`src/rtl/alu_pkg.sv`:
```
// alu_pkg: shared ALU opcode bit indices, issue-FSM states and in-flight tag type
package alu_pkg;
    localparam int ALUSIG_W = 12;
    localparam int ALU_ADD = 0;
    localparam int ALU_LD  = 1;
    localparam int ALU_ST  = 2;
    localparam int ALU_SUB = 3;
    localparam int ALU_MUL = 4;
    localparam int ALU_CMP = 5;
    localparam int ALU_MOV = 6;
    localparam int ALU_OR  = 7;
    localparam int ALU_AND = 8;
    localparam int ALU_NOT = 9;
    localparam int ALU_LSL = 10;
    localparam int ALU_LSR = 11;
    typedef enum logic {IDLE, MUL_BUSY} state_t;
    typedef struct packed {
        logic        valid;
        logic        lane;
        logic [15:0] instr;
    } tag_t;
endpackage

```
`src/rtl/alu_tag_pipe.sv`:
```
// alu_tag_pipe: depth-N shift register carrying in-flight op tags, cleared by rst
module alu_tag_pipe
    import alu_pkg::*;
#(
    parameter int DEPTH = 3
) (
    input  logic clk,
    input  logic rst,
    input  tag_t din,
    output tag_t dout
);
    tag_t stage [DEPTH];
    always_ff @(posedge clk) begin
        if (rst) begin
            for (int i = 0; i < DEPTH; i++) stage[i] <= '0;
        end else begin
            stage[0] <= din;
            for (int i = 1; i < DEPTH; i++) stage[i] <= stage[i-1];
        end
    end
    assign dout = stage[DEPTH-1];
endmodule

```
`src/rtl/alu_issue_sched.sv`:
```
// alu_issue_sched: round-robin issue of two decode lanes onto one ALU, with
// multiply back-pressure and lane/instr tagging of results for writeback.
module alu_issue_sched
    import alu_pkg::*;
#(
    parameter int ALU_LAT = 2,
    parameter int MUL_LAT = 3,
    parameter int W       = 16
) (
    input  logic                clk,
    input  logic                rst,
    input  logic                req0_valid,
    output logic                req0_ready,
    input  logic [ALUSIG_W-1:0] req0_alusignals,
    input  logic [W-1:0]        req0_op1,
    input  logic [W-1:0]        req0_op2,
    input  logic [4:0]          req0_immx,
    input  logic                req0_isimm,
    input  logic [15:0]         req0_instr,
    input  logic                req1_valid,
    output logic                req1_ready,
    input  logic [ALUSIG_W-1:0] req1_alusignals,
    input  logic [W-1:0]        req1_op1,
    input  logic [W-1:0]        req1_op2,
    input  logic [4:0]          req1_immx,
    input  logic                req1_isimm,
    input  logic [15:0]         req1_instr,
    output logic [ALUSIG_W-1:0] alu_alusignals,
    output logic [W-1:0]        alu_op1,
    output logic [W-1:0]        alu_op2,
    output logic [4:0]          alu_immx,
    output logic                alu_isimm,
    output logic [15:0]         alu_instr,
    input  logic [W-1:0]        alu_result,
    output logic                wb_valid,
    output logic                wb_lane,
    output logic [15:0]         wb_instr,
    output logic [W-1:0]        wb_result,
    output logic [15:0]         grant0_cnt,
    output logic [15:0]         grant1_cnt
);
    state_t      state, state_nx;
    logic        prio;
    logic [7:0]  busy_cnt, busy_nx;
    logic        gnt, gmul;
    tag_t        tag_in, tag_out;

    always_comb begin
        req0_ready = !rst && state == IDLE && req0_valid && (!req1_valid || !prio);
        req1_ready = !rst && state == IDLE && req1_valid && (!req0_valid || prio);
        gnt        = req0_ready || req1_ready;
        gmul       = req1_ready ? req1_alusignals[ALU_MUL] : req0_ready && req0_alusignals[ALU_MUL];
        state_nx   = state;
        busy_nx    = busy_cnt;
        if (state == IDLE && gmul && MUL_LAT > 1) begin
            state_nx = MUL_BUSY;
            busy_nx  = 8'(MUL_LAT - 2);
        end else if (state == MUL_BUSY) begin
            state_nx = busy_cnt == 8'd0 ? IDLE : MUL_BUSY;
            busy_nx  = busy_cnt == 8'd0 ? busy_cnt : busy_cnt - 8'd1;
        end
    end

    always_ff @(posedge clk) begin
        if (rst) begin
            state          <= IDLE;
            busy_cnt       <= '0;
            prio           <= 1'b0;
            alu_alusignals <= '0;
            alu_op1        <= '0;
            alu_op2        <= '0;
            alu_immx       <= '0;
            alu_isimm      <= 1'b0;
            alu_instr      <= '0;
            grant0_cnt     <= '0;
            grant1_cnt     <= '0;
        end else begin
            state          <= state_nx;
            busy_cnt       <= busy_nx;
            alu_alusignals <= req1_ready ? req1_alusignals : req0_ready ? req0_alusignals : '0;
            grant0_cnt     <= grant0_cnt + 16'(req0_ready);
            grant1_cnt     <= grant1_cnt + 16'(req1_ready);
            if (gnt) begin
                prio      <= req0_ready;
                alu_op1   <= req1_ready ? req1_op1   : req0_op1;
                alu_op2   <= req1_ready ? req1_op2   : req0_op2;
                alu_immx  <= req1_ready ? req1_immx  : req0_immx;
                alu_isimm <= req1_ready ? req1_isimm : req0_isimm;
                alu_instr <= req1_ready ? req1_instr : req0_instr;
            end
        end
    end

    assign tag_in = '{valid: gnt, lane: req1_ready, instr: req1_ready ? req1_instr : req0_instr};

    alu_tag_pipe #(.DEPTH(ALU_LAT + 1)) u_tag_pipe (
        .clk  (clk),
        .rst  (rst),
        .din  (tag_in),
        .dout (tag_out)
    );

    assign wb_valid  = tag_out.valid;
    assign wb_lane   = tag_out.lane;
    assign wb_instr  = tag_out.instr;
    assign wb_result = alu_result;
endmodule

```
`config.mk`:
```
export PLATFORM = sky130hd
export DESIGN_NAME = alu_issue_sched
export DESIGN_NICKNAME = d
export VERILOG_FILES = /design/src/rtl/alu_pkg.sv /design/src/rtl/alu_tag_pipe.sv /design/src/rtl/alu_issue_sched.sv
export SDC_FILE = /design/constraint.sdc
export NUM_CORES = 1
export LEC_CHECK = 0
export CAP_MARGIN = 20
export CORE_MARGIN = 2
export CORE_UTILIZATION = 42
export CTS_CLUSTER_SIZE = 25
export DETAILED_ROUTE_END_ITERATION = 10
export GPL_TIMING_DRIVEN = 0
export PLACE_DENSITY_LB_ADDON = 0.08
export SETUP_SLACK_MARGIN = 0.05
export SLEW_MARGIN = 20
export SYNTH_ARGS = -nofsm -noshare
export SYNTH_HDL_FRONTEND = slang
export SYNTH_SLANG_ARGS = --single-unit
```
`constraint.sdc`:
```
create_clock -name clk -period 3.5 [get_ports clk]
set_clock_uncertainty 0.2 [all_clocks]
set_input_delay 0.35 -clock clk [delete_from_list [all_inputs] [get_ports clk]]
set_output_delay 0.35 -clock clk [all_outputs]
set_load 0.1 [all_outputs]
```
[Word level (Yosys, flattened, before mapping)]
Memories as Yosys holds them, arrays and structs flattened.
Index checks and enable logic that the tools add are counted.
W data, S select, Z words.
Storage, ports and cells
  memories: 1
  RAM bits: 54
  bits in registers: 108
  input port bits: 152
  word-level logic and storage cells: 61
Cells by class
  add/sub/neg operators: 3
  mux-type cells: 20
  bitwise logic cells: 5
  reduce and logical (&&, ||, !) cells: 19
  eq/ne operators: 1
Memory list
  u_tag_pipe.stage: depth 3, bits a word 18, read ports 3, clocked after memory_dff 0, write ports 3, RTL line alu_tag_pipe.sv:12  | tag_t stage [DEPTH];
Operator list (number)
  $mux W18: 3
  $mux W16: 3
  $add A16 B1 Y16: 2
  $mux W12: 2
  $mux W1: 11
  $logic_not A8 Y1: 1
  $sub A8 B1 Y8 const B: 1
  $logic_and A1 B1 Y1: 7
  $mux W5: 1
  $logic_not A1 Y1: 4
  $reduce_and A2 Y1: 2
  $logic_or A1 B1 Y1: 3
  $or A1 B1 Y1: 3
  $ne A2 B2 Y1 const B: 1
  $not A1 Y1: 2
  $reduce_bool A2 Y1: 1
  $reduce_or A2 Y1: 1

[Logic depth before layout (Yosys ltp)]
Gate-level depths: netlist (run 1).
  depth after elaboration: 9
  gate-level depth with buffers: 11

[Cells and area by module]
A second synthesis (run 1) with hierarchy kept.
Second synthesis, totals
  cell total of the unflattened synthesis: 709
  area total of the unflattened synthesis: 6308.6 µm²
By module, submodules not included
  alu_issue_sched: cells each 578, area each 4729.5 µm², times used 1
  alu_tag_pipe: cells each 131, area each 1579.0 µm², times used 1

[Worst setup path before layout (run 1)]
Ideal clock, no wire load.
  kind: reg2reg
  start: register state
  end: register grant1_cnt[14]
  data arrival time: 3.281 ns
  cell stages (with the launch flop): 12
  buffers on the path: 2
  setup time: 0.128 ns
  setup slack: -0.109 ns
  cell sequence: dfxtp_1 > or3b_4 > or2_2 > clkbuf_1 > inv_2 > clkbuf_1 > and2_1 > ha_1 > nand2_1 > nor4_1 > xnor2_1 > nor2_1
Between the ends
  word-level cells in the longest chain between the ends: 5
Ends and longest elaborated chain
  from (decl): RTL line alu_issue_sched.sv:42  | state_t state, state_nx;
  from (signal assigned): RTL line alu_issue_sched.sv:78  | state <= state_nx;
  $not A1 Y1: RTL line alu_issue_sched.sv:50  | req1_ready = !rst && state == IDLE && req1_valid && (!req0_valid || prio);
  $logic_and A1 B1 Y1 (3 in series): RTL line alu_issue_sched.sv:50
  via req1_ready: RTL line alu_issue_sched.sv:21  | output logic req1_ready,
  $add A16 B1 Y16: RTL line alu_issue_sched.sv:82  | grant1_cnt <= grant1_cnt + 16'(req1_ready);
  to (signal assigned): RTL line alu_issue_sched.sv:82
  to (decl): RTL line alu_issue_sched.sv:40  | output logic [15:0] grant1_cnt
The timed path passes the listed nets, and every way through them passes these cells.
A chain may end at the register's enable or synchronous reset.

[Worst setup path after layout (run 1)]
  start: input port req1_valid
  end: output port req1_ready
Between the ends
  word-level cells in the longest chain between the ends: 2
Ends and longest elaborated chain
  from (decl): RTL line alu_issue_sched.sv:20  | input logic req1_valid,
  $logic_and A1 B1 Y1 (2 in series): RTL line alu_issue_sched.sv:50
  to (decl): RTL line alu_issue_sched.sv:21
No other way between the ends.

==> impl_metrics.csv, run 1 <==
group,metric,value,unit
global_routing,grt_overflow,0,
placement,dpl_cell_area,9170,sq um
drt,vias_per_cell,4.89,
clock_tree,cts_max_path_buffers,2,
placement,hpwl,13900,um
yosys,synth_area_per_cell,9.01,sq um
clock_tree,cts_root_buf,"clkbuf_16",
min_path,min-delay-path-class,"flop to flop",
min_path,holdPathStages,1,
cells_and_area,fillers,1272,
clock_tree,clkLatencyLatePin,430,ps
drt,routed-via-count,5760,
global_routing,grt_use_total,22.6,%
clock_tree,ctsHoldBuffers,0,
drt,postRouteAntennaNets,0,
critical_path,cp_num_buf_inv,5,
critical_path,cp_cell_sequence,"clkdlybuf4s50_1 -> or3b_4 -> or2_2 -> clkbuf_1 -> inv_2 -> clkbuf_2 -> clkdlybuf4s15_2",
timing,period_share,93.8,%
status,status,"finished clean",
clock_tree,htreeDepth,4,
floorplanning,io_pins,286,
critical_path,endpoint_kind,"output pin",
timing,max_freq,305,MHz
global_routing,grt_max_degree,18,
pwr,ir_drop,0.000337,V
critical_path,rrSetupSlack,500,ps
floorplanning,die_area,15900,sq um
run,maxCapViolCount,0,
yosys,synth_top_cells_by_area,"dfxtp_1 (52%), nand2_1 (6.4%), nor2_1 (6.4%), a311oi_1 (5.3%), nor2b_1 (4.2%)",
timing,relSlewSlack,26.9,%
drt,drt_wl_total,18200,um
cells_and_area,fin_nets,1139,
timing,rsz0062_at_grt,"false",
yosys,yosysTopAreaCell,"dfxtp_1",
clock_tree,clock-sinks,162,
timing,final-setup-viol-count,0,
yosys,synth.distinct_cells,40,
drt,drt_first_iter_violations,199,
drt,wl_per_cell,15.5,um
clock_tree,clkTransAtPathRegs,70,ps
critical_path,rr_worst_depth,11,
placement,port_buffers,269,
yosys,ys_warn_count,0,
yosys,synth_enable_flop_cells,0,
critical_path,path_max_fanout,10,
timing,maxSlewViolCount,0,
clock_tree,cts_tree,"done",
critical_path,cp_top_family,"buffers and inverters",
timing,hold_ws,225,ps
floorplanning,die_x,126,um
yosys,syn_inst,693,
cells_and_area,drive_gt1_share,8.45,%
yosys,yosysSeqAreaShare,51.9,%
yosys,synth_seq_cells,162,
cells_and_area,final_cells,1178,
pwr,cellLeakagePower,3.83,nW
timing,finalHoldViolCount,0,
global_routing,grt_pass1_vias,5300,
cells_and_area,syn2layout_area_growth,56.2,%
timing,finalCriticalPeriod,3280,ps
critical_path,cp_slowest_cell,"clkdlybuf4s15_2",
placement,gp_congestion,0.897,
floorplanning,start_util,43.0,%
drt,first_pass_iters,4,
pwr,power_density,529,nW/um^2
critical_path,slowest_delay,590,ps
yosys,synth_flop_cell,"dfxtp_1",
floorplanning,fp.coreArea,14500,sq um
clock_tree,numCtsBuffers,17,
yosys,synthArstFlopShare,0,%
yosys,synth_top_area_share,51.9,%
critical_path,worst-setup-path-type,"input port to output pin",
timing,tns,0,ps
global_routing,antenna_found_initial,0,
critical_path,cp.depth,7,
yosys,syn_nets,851,
pwr,power.total,0.00516,W
yosys,syn-cell-area,6250,sq um
cells_and_area,num_antenna_cells,0,
critical_path,cp-start-kind,"input port",
drt,route.detailed.drc,0,
floorplanning,die_h,126,um
timing,worst_pin_slew,1090,ps
critical_path,worst_ep_arrival_time,2730,ps
floorplanning,fp-row-count,44,
cells_and_area,design_area,9760,sq um
global_routing,grt_pass1_wl,28100,um
placement,place_inst,1146,
critical_path,required,2950,ps
registers in the layout, summed over array words and instances, names as in the netlist:
name / flops
grant1_cnt: 16
alu_instr: 16
prio: 1
grant0_cnt: 16
alu_immx: 5
alu_isimm: 1
alu_op2: 16
busy_cnt: 8
alu_op1: 16
state: 1
alu_alusignals: 12
u_tag_pipe.stage: 54
layout make-up:
cell class | instances | area [sq um] | share of cell area, %
tap | 184 | 230 | 2.36
buffer | 74 | 410 | 4.21
sequential | 162 | 3240 | 33.2
clock inverter | 15 | 163 | 1.67
timing repair buffer | 269 | 2690 | 27.6
inverter | 11 | 41.3 | 0.423
clock buffer | 17 | 425 | 4.36
multi-input combinational | 446 | 2550 | 26.2
kinds of logic after synthesis:
kind of cell,synth area share [%]
flip-flops,51.9
adder cells (fa/ha/maj),1.20
XOR/XNOR,3.79
AO/OA/AOI/OAI,10.1
multiplexers,3.25
AND/OR/NAND/NOR,22.5
buffers and inverters,7.21
cells in the mapped netlist (all sizes together) (4+ instances only):
cell	number
nand3	12
nor3	5
mux2i	18
nand2	107
or3	4
buf	41
nor2b	42
nor4	8
xnor2	15
inv	11
a211oi	17
o21ai	5
nand4	9
a21oi	17
nor2	106
a311oi	38
clkbuf	33
ha	6
xor2	12
dfxtp	162
stage by stage:
| step | worst slack, ps | util [%] |
|---|---|---|
| global route | 99.5 | 67.1 |
| floorplan | 412 | - |
| detailed placement | -388 | 63.1 |
| CTS | 198 | 67.1 |
| global placement | -394 | 63.1 |
| finish | 217 | 67.1 |
final timing paths:
| kind | start | to |
|---|---|---|
| setup / recovery | req1_valid | req1_ready |
| hold / removal | u_tag_pipe.stage[0][10] | u_tag_pipe.stage[0][28] |
| setup reg to reg | state | grant1_cnt[14] |
| hold reg to reg | u_tag_pipe.stage[0][10] | u_tag_pipe.stage[0][28] |
where the power goes:
group,internal [W],switching (W),total [W],leakage [nW]
registers,0.00195,0.0000459,0.00200,1.33
clock network,0.00102,0.000832,0.00185,0.290
logic,0.000397,0.000915,0.00131,2.21
total,0.00336,0.00179,0.00516,3.83
timing repair:
item                       4_1_cts  5_1_grt
setup buffers                    0        0
setup endpoints to repair        2        0
gates resized for setup          4        0
layout by cell type, fill, tap and decap left out, types with 2 or more instances in the layout:
master	synthesis	final
inv_2	2	2
clkbuf_1	33	32
nand3_1	12	12
nor3_1	5	5
mux2i_1	18	18
mux2_2	2	2
clkinv_4	0	2
clkbuf_16	0	17
o21ai_0	5	5
a21oi_1	17	17
nor4b_1	2	2
clkdlybuf4s50_1	0	267
and4_1	3	3
dfxtp_1	162	162
inv_6	0	4
inv_8	0	6
nor2_1	106	106
inv_1	9	9
buf_4	32	32
nand2_1	107	107
nor2b_1	42	42
a311oi_1	38	38
a211oi_1	17	17
and3_1	2	2
buf_2	9	9
or3b_2	2	2
nand4_1	9	9
or3_1	4	4
and2_1	2	2
xnor2_1	15	15
xor2_1	12	12
ha_1	6	6
nor4_1	8	8
routing by layer:
metal / track usage [%] / up-vias / share of wire [%]
li1: - / 2879 / -
met3: 8.79 / 41 / 8.9
met5: 0 / - / 0
met2: 37.8 / 238 / 48
met4: 8.02 / 0 / 2.7
met1: 26.5 / 2602 / 40
Power figures use the tool's default switching activity.
==> inputs of run 2 (changes only) <==
--- a/config.mk
+++ b/config.mk
@@ -5,7 +5,7 @@
 export SDC_FILE = /design/constraint.sdc
 export NUM_CORES = 1
 export LEC_CHECK = 0
-export CAP_MARGIN = 20
+export CAP_MARGIN = 40
 export CORE_MARGIN = 2
 export CORE_UTILIZATION = 42
 export CTS_CLUSTER_SIZE = 25
==> impl_metrics.csv, run 2 (same netlist as run 1, synthesis figures left out) <==
group,metric,value,unit
timing,finalCriticalPeriod,3340,ps
global_routing,grt_overflow,0,
global_routing,grtUsageMet1,31.9,%
cells_and_area,fin_util,84.6,%
drt,vias_per_cell,5.23,
pwr,p_int,0.00376,W
global_routing,grt_use_met3,8.62,%
critical_path,worst_ep_arrival_time,2790,ps
floorplanning,fp-row-count,44,
timing,period_share,95.5,%
timing,tns,0,ps
global_routing,grt_pass1_wl,37800,um
timing,rsz0062_at_grt,"false",
pwr,pwr-share-seq,35.3,%
timing,finalHoldViolCount,0,
floorplanning,io_pins,286,
global_routing,grt_use_total,30.8,%
placement,port_buffers,269,
cells_and_area,syn2layout_area_growth,96.8,%
timing,timing.final.ws_setup,159,ps
timing,max_freq,299,MHz
cells_and_area,final_common_cell,"clkdlybuf4s50_1",
pwr,cellLeakagePower,4.98,nW
cells_and_area,fillers,797,
cells_and_area,regArea,3240,sq um
critical_path,cp-start-kind,"input port",
drt,routed-via-count,6868,
pwr,power_density,462,nW/um^2
clock_tree,clkTransAtPathRegs,60,ps
critical_path,cp_cell_sequence,"clkdlybuf4s50_1 -> or3b_4 -> or2_2 -> clkbuf_1 -> inv_4 -> buf_4 -> clkdlybuf4s50_1 -> buf_8",
placement,gp_congestion,0.897,
run,maxCapViolCount,0,
status,status,"finished clean",
cells_and_area,largest_reg_flops,54,
cells_and_area,drive_gt1_share,19.2,%
critical_path,worst_path_most_repeated_cell,"clkdlybuf4s50_1",
cells_and_area,multi_input_area,2550,sq um
critical_path,endpoint_kind,"output pin",
floorplanning,die_h,126,um
timing,relSlewSlack,59.0,%
clock_tree,cts_max_path_buffers,2,
floorplanning,die_area,15900,sq um
timing,final-setup-viol-count,0,
critical_path,path_max_fanout,10,
critical_path,slowest_delay,540,ps
cells_and_area,regMostFlops,"u_tag_pipe.stage",
placement,hpwl,18200,um
pwr,power.total,0.00568,W
floorplanning,die_x,126,um
drt,drt_first_iter_violations,405,
clock_tree,post-cts-setup-buffers,0,
critical_path,required,2950,ps
clock_tree,cts_tree,"done",
global_routing,grt.busiest_layer,"met2",
global_routing,grt.met2_usage,54.9,%
clock_tree,clkLatencyLatePin,420,ps
pwr,ir_drop,0.000374,V
cells_and_area,fin_nets,1273,
floorplanning,fp.coreArea,14500,sq um
placement,pre_cts_slack,24.2,ps
timing,worst_pin_slew,615,ps
drt,postRouteAntennaNets,0,
pwr,clkPwrFrac,33.6,%
drt,drt_wl_total,24800,um
drt,route.detailed.drc,0,
clock_tree,htreeDepth,4,
clock_tree,numCtsBuffers,17,
global_routing,grt_max_degree,17,
pwr,power_switching,0.00192,W
pwr,switching_share,33.8,%
clock_tree,cts_root_buf,"clkbuf_16",
global_routing,grt_pass1_vias,7161,
drt,first_pass_iters,6,
drt,wl_per_cell,18.9,um
floorplanning,start_util,43.0,%
clock_tree,clock-sinks,162,
global_routing,antenna_found_initial,2,
min_path,min-delay-path-class,"flop to flop",
critical_path,cp_slowest_cell,"clkdlybuf4s50_1",
critical_path,worst-setup-path-type,"input port to output pin",
cells_and_area,final_cell_mix,"clkdlybuf4s50_1 (269), dfxtp_1 (162), nand2_1 (107)",
pwr,p_comb_share,31.0,%
timing,maxSlewViolCount,0,
==> run 2: cell types whose count changed in the layout (fill, tap and decap cells not counted), sizes merged <==
cell / change
inv: -3
dlygate4sd2: -1
clkdlybuf4s15: -1
diode: +2
clkinvlp: +2
clkbuf: -1
clkdlybuf4s50: +2
bufinv: +1
buf: +135
==> run 2: stage by stage <==
step	hold WS [ps]	area [sq um]	std cells
6_report	234	12300	1314
2_1_floorplan	214	6250	693
3_5_place_dp	220	11700	1280
5_1_grt	248	12300	1314
3_3_place_gp	216	9170	1146
4_1_cts	237	12300	1312
==> run 2: final cells by class <==
cell class	instances	area share [%]
multi-input cells	446	20.8
flip-flops and latches	162	26.4
clock buffers	17	3.46
well taps	184	1.87
clock inverters	15	1.41
plain buffers	74	3.36
inverters	11	0.356
diodes	2	0.0407
repair buffers	403	42.3
==> run 2: critical path: cells and delay by family <==
| family | cells | cell delay (ps) |
|---|---|---|
| AND/OR/NAND/NOR | 2 | 710 |
| buffers and inverters | 6 | 1730 |
==> run 2: power by group through the flow <==
| stage | Clock (W) | Sequential (W) | Combinational [W] |
|---|---|---|---|
| finish | 0.00191 | 0.00201 | 0.00176 |
| global route | 0.00201 | 0.00201 | 0.00182 |
| CTS | 0.00191 | 0.00200 | 0.00176 |
| detailed placement | 0 | 0.00204 | 0.00174 |
| global placement | 0 | 0.00203 | 0.00131 |
| floorplan | 0 | 0.00255 | 0.000381 |
==> run 2: what timing repair did <==
action,CTS,global route
hold buffers,0,0
hold endpoints to repair,0,0
endpoints found under the setup margin,1,1
resized for setup,1,2
==> run 2: layer usage <==
metal  vias up  routed length, um
li1       3164                  -
met1      3245               8840
met2       362              12800
met4         0               1500
met3        97               1710
met5         -                  0
==> run 2: path summary, 6_finish.rpt <==
kind | to | slack [ps] | cells after the start | from
hold reg to reg | u_tag_pipe.stage[0][31] | 230 | 1 | u_tag_pipe.stage[0][13]
hold / removal | u_tag_pipe.stage[0][31] | 230 | 1 | u_tag_pipe.stage[0][13]
setup / recovery | req1_ready | 160 | 8 | req1_valid
setup reg to reg | grant1_cnt[12] | 560 | 11 | state
